===== src/rtl/r_rom_backend.sv =====
// Remote-ROM responder: collects a little-endian address from the command FIFO,
// issues one memory read, and streams the result LSB-first into the response FIFO.
module r_rom_backend #(
  parameter int ADDR_BYTES = 8,
  parameter int DATA_BYTES = 8,
  parameter int TIMEOUT    = 1023
) (
  input  logic                    clk_i,
  input  logic                    rst_i,
  input  logic                    c_empty_i,
  output logic                    c_rd_en_o,
  input  logic [7:0]              c_dout_i,
  input  logic                    r_full_i,
  output logic                    r_wr_en_o,
  output logic [7:0]              r_din_o,
  output logic                    mem_req_o,
  output logic [8*ADDR_BYTES-1:0] mem_addr_o,
  input  logic                    mem_ack_i,
  input  logic [8*DATA_BYTES-1:0] mem_rdata_i,
  output logic                    busy_o,
  output logic                    timeout_o
);

  localparam int AW = 8 * ADDR_BYTES;
  localparam int DW = 8 * DATA_BYTES;
  localparam int CW = $clog2(ADDR_BYTES + 1);
  localparam int SW = $clog2(DATA_BYTES + 1);
  localparam int TW = (TIMEOUT > 1) ? $clog2(TIMEOUT) : 1;
  localparam int TO_LOAD_I = (TIMEOUT == 0) ? 0 : TIMEOUT - 1;

  localparam logic [CW-1:0] ADDR_BYTES_C = CW'(ADDR_BYTES);
  localparam logic [CW-1:0] ADDR_LAST_C  = CW'(ADDR_BYTES - 1);
  localparam logic [SW-1:0] DATA_LAST_C  = SW'(DATA_BYTES - 1);
  localparam logic [TW-1:0] TO_LOAD_C    = TW'(TO_LOAD_I);

  typedef enum logic [1:0] {S_CMD, S_REQ, S_RSP} state_e;

  state_e          state_q;
  logic            started_q;
  logic            rd_v_q;
  logic            mem_req_q;
  logic [CW-1:0]   issued_q;
  logic [CW-1:0]   got_q;
  logic [SW-1:0]   sent_q;
  logic [TW-1:0]   wait_q;
  logic [AW-1:0]   addr_q;
  logic [DW-1:0]   data_q;
  logic            wait_done_d;

  // started_q keeps every output quiet for the first cycle after reset release
  assign c_rd_en_o   = started_q && (state_q == S_CMD) && !c_empty_i && (issued_q < ADDR_BYTES_C);
  assign r_wr_en_o   = (state_q == S_RSP) && !r_full_i;
  assign r_din_o     = data_q[7:0];
  assign mem_req_o   = mem_req_q;
  assign mem_addr_o  = addr_q;
  assign wait_done_d = (TIMEOUT != 0) && (wait_q == '0);
  assign timeout_o   = (state_q == S_REQ) && wait_done_d && !mem_ack_i;
  assign busy_o      = (state_q != S_CMD) || (got_q != '0);

  always_ff @(posedge clk_i or posedge rst_i) begin
    if (rst_i) begin
      state_q   <= S_CMD;
      started_q <= 1'b0;
      rd_v_q    <= 1'b0;
      mem_req_q <= 1'b0;
      issued_q  <= '0;
      got_q     <= '0;
      sent_q    <= '0;
      wait_q    <= '0;
      addr_q    <= '0;
      data_q    <= '0;
    end else begin
      started_q <= 1'b1;
      rd_v_q    <= c_rd_en_o;
      case (state_q)
        S_CMD: begin
          if (c_rd_en_o) issued_q <= issued_q + 1'b1;
          if (rd_v_q) begin
            addr_q <= {c_dout_i, addr_q[AW-1:8]};
            if (got_q == ADDR_LAST_C) begin
              got_q     <= '0;
              issued_q  <= '0;
              mem_req_q <= 1'b1;
              wait_q    <= TO_LOAD_C;
              state_q   <= S_REQ;
            end else begin
              got_q <= got_q + 1'b1;
            end
          end
        end
        S_REQ: begin
          // an ack coincident with the terminal count takes priority
          if (mem_ack_i) begin
            data_q    <= mem_rdata_i;
            mem_req_q <= 1'b0;
            state_q   <= S_RSP;
          end else if (wait_done_d) begin
            data_q    <= '1;
            mem_req_q <= 1'b0;
            state_q   <= S_RSP;
          end else if (TIMEOUT != 0) begin
            wait_q <= wait_q - 1'b1;
          end
        end
        S_RSP: begin
          if (r_wr_en_o) begin
            data_q <= data_q >> 8;
            if (sent_q == DATA_LAST_C) begin
              sent_q  <= '0;
              state_q <= S_CMD;
            end else begin
              sent_q <= sent_q + 1'b1;
            end
          end
        end
        default: state_q <= S_CMD;
      endcase
    end
  end

endmodule

===== config.mk =====
export PLATFORM = sky130hd
export DESIGN_NAME = r_rom_backend
export DESIGN_NICKNAME = d
export VERILOG_FILES = /design/src/rtl/r_rom_backend.sv
export SDC_FILE = /design/constraint.sdc
export NUM_CORES = 1
export LEC_CHECK = 0
export ABC_CLOCK_PERIOD_IN_PS = 5750
export BUFFER_PORTS_ARGS = -buffer_cell sky130_fd_sc_hd__buf_2
export CORE_MARGIN = 1
export CORE_UTILIZATION = 38
export DETAILED_ROUTE_END_ITERATION = 12
export REMOVE_ABC_BUFFERS = 1
export SLEW_MARGIN = 15
export SYNTH_ARGS = -nofsm -noshare
export SYNTH_HDL_FRONTEND = slang
export SYNTH_SLANG_ARGS = --single-unit

===== constraint.sdc =====
create_clock -name clk_i -period 5.75 [get_ports clk_i]
set_input_delay 0.8625 -clock clk_i [delete_from_list [all_inputs] [get_ports clk_i]]
set_output_delay 0.8625 -clock clk_i [all_outputs]
set_load 0.05 [all_outputs]

==> results.cfg <==
[outcome]
outcome = complete, no violations

[finish]
regArea_um2 = 3880
final_nets = 727
finalInstanceArea_um2 = 8140
drive_above_1_share = 0.406
fill_cells = 1545
area_delta_synth_final_pct = 22.6
multi_input_area_um2 = 2510

[grt]
antenna_found_initial = 2
grt-ovfl-total = 0
track_usage = 0.166
grt_pass1_wl_um = 23800
grt_pass1_vias = 4768
grt_start_max_net_pins = 108

[sta]
setup_viol = 0
whs_ps = 484
slew_violations = 0
rsz0062_at_grt = no
hold_violations = 0
max_freq_ghz = 0.258
worst_pin_slew_ps = 1180
setup_ws_ps = 1880
fin_tns_setup_ps = 0
fin_worst_skew_ps = 7.15
finalCritPeriodShare = 0.674
fin_crit_ps = 3870
max_slew_margin = 0.216

[floorplanning]
core-area_um2 = 16800
fp.dieArea_um2 = 18000
io_pins = 154
dieHeight_um = 134
rows = 47
die_w_um = 134
initial_core_util = 0.395

[worst_hold_path]
hold_depth = 1
min-delay-start = data_q[3]$_DFFE_PP0P_
hold-path-endpoint = data_q[3]$_DFFE_PP0P_
hold_path_class = flip-flop to flip-flop

[cts]
cts_inserted_buffers = 17
cts.path.max_buffers = 2
cts_setup_buffers = 0
tritoncts = built
path_clk_slew_ps = 60
clock-sinks = 155
ctsResizeCount = 0
h-tree-depth = 4
clock_latency_ps = 420
cts_root_buffer = clkbuf_16
cts_hold_buf = 0

[route]
routed_wl_um = 14600
drt_iter0_drc = 215
wl_per_cell_um = 16.6
postRouteAntennaNets = 0
viasPerCell = 5.40
via_count = 4756
drc = 0
dr.pass1.iters = 6

[synthesis]
yosys.area_share.xor_xnor = 0.00396
synth_mux_area_frac = 0.116
synthTopCellsByCount = 155 x dfrtp_1, 65 x mux2_2, 57 x a22o_1
ys_seq_area_frac = 0.584
synth.avg_cell_area_um2 = 12.9
yosysTopAreaCell = dfrtp_1
ys_warn_count = 0
synth_flop_cell = dfrtp_1
synth-async-reset-ratio = 1.00
yosysMostFrequentCell = dfrtp_1
synth_edf_count = 0
synth_top_family_by_area = compound AO/OA/AOI/OAI gates
netlist_instances = 513
synth_area_um2 = 6640
synth_compound_area_frac = 0.187
yosys-top-cells-area = dfrtp_1 58%, mux2_2 11%, a22o_1 7.5%
synth-seq-cells = 155
yosys.area_share.simple = 0.0586
yosysUniqueCellTypes = 52
synth_top_area_share = 0.584
synth-adder-area-share = 0.00943

[placement]
placed_cell_area_um2 = 7510
portBuffers = 153
dp_slack_ps = 2200
dpl.hpwl_um = 9360
gp_congestion = 0.808

[pwr]
ir_worst_vdd_mv = 0.485
total_power_w = 0.00503
power.density_nw_per_um2 = 618
p_leak_nw = 4.36

[worst_setup_path]
path_max_fanout = 57
worstSetupPathType = flip-flop to output pin
r2r_end = data_q[4]$_DFFE_PP0P_
worstRegToRegCells = 6
cp.arrival_ps = 3010
r2r_slack_ps = 2700
worst_setup_path_start_kind = flip-flop
critical_path_required_ps = 4890
end_kind = output pin
r2r-start = state_q[1]$_DFFE_PP0P_

[run]
drv_cap = 0
-- layout make-up --
cell class,instances,share of cell area
Multi-Input combinational cell,302,0.308
Antenna cell,2,0.000615
Sequential cell,155,0.477
Clock inverter,12,0.0200
Timing Repair Buffer,158,0.0987
Tap cell,220,0.0338
Inverter,11,0.00600
Clock buffer,20,0.0561
-- registers in the layout (all words and copies together), names as in the netlist --
name	count
wait_q	10
issued_q	4
state_q	2
got_q	4
mem_req_o	1
sent_q	4
data_q	64
rd_v_q	1
mem_addr_o	64
started_q	1
-- cell families after synthesis --
group / count (synthesis)
adders and majority gates: 5
other: 1
buffers and inverters: 56
muxes: 68
xor gates and xnor gates: 3
and+or+nand+nor: 75
DFF: 155
AOI/OAI and AO/OA: 150
-- worst max-delay path, cell delays in order, from the launching register on --
cell	delay, ps
dfrtp_1	440
inv_1	80
ha_1	170
or3b_1	520
nor3_4	290
and2_2	180
buf_4	500
buf_2	380
-- layer usage --
layer / GRT usage / routed length, um / vias to the layer above
met5: 0 / 0 / -
met4: 0.0612 / 190 / 0
met3: 0.0578 / 1220 / 18
met2: 0.239 / 6440 / 160
met1: 0.230 / 6770 / 2396
li1: - / - / 2182
-- how the worst max path moves through the flow --
| stage | start | endpoint | slack [ps] |
|---|---|---|---|
| global route | wait_q[0]$_DFFE_PP0P_ | timeout_o | 1710 |
| finish | wait_q[0]$_DFFE_PP0P_ | timeout_o | 1880 |
| detailed placement | mem_ack_i | timeout_o | 2200 |
| floorplan | state_q[0]$_DFFE_PP0P_ | wait_q[1]$_DFFE_PP0P_ | -980 |
| CTS | wait_q[0]$_DFFE_PP0P_ | timeout_o | 1850 |
| global placement | mem_ack_i | timeout_o | 2260 |
-- report_power, final --
group	leakage [nW]	switching (W)	internal, W	total (W)
sequential	2.00	0.000326	0.00156	0.00189
clock	0.298	0.000453	0.000711	0.00116
combinational	2.06	0.00133	0.000644	0.00197
total	4.36	0.00211	0.00292	0.00503
-- through the flow --
stage                     utilization  std cells
after CTS                       0.484        878
final                           0.484        880
after detailed placement        0.447        846
after floorplan                     -        468
after global placement          0.447        846
after global routing            0.484        879
-- layout by cell type (no fill, tap or decap), drive strengths merged, types with 3 or more instances in the layout --
cell and n:
a211o 56, a211oi 3, a21oi 11, a22o 57, and2 4, buf 158
bufinv 3, clkbuf 20, clkinv 4, dfrtp 155, ha 5, inv 14
mux2 66, nand2 23, nand4 3, nor2 15, nor3 10, o21ai 8
o31ai 4, or3 3, xnor2 3
No activity file was read; power rests on OpenSTA's default activity.
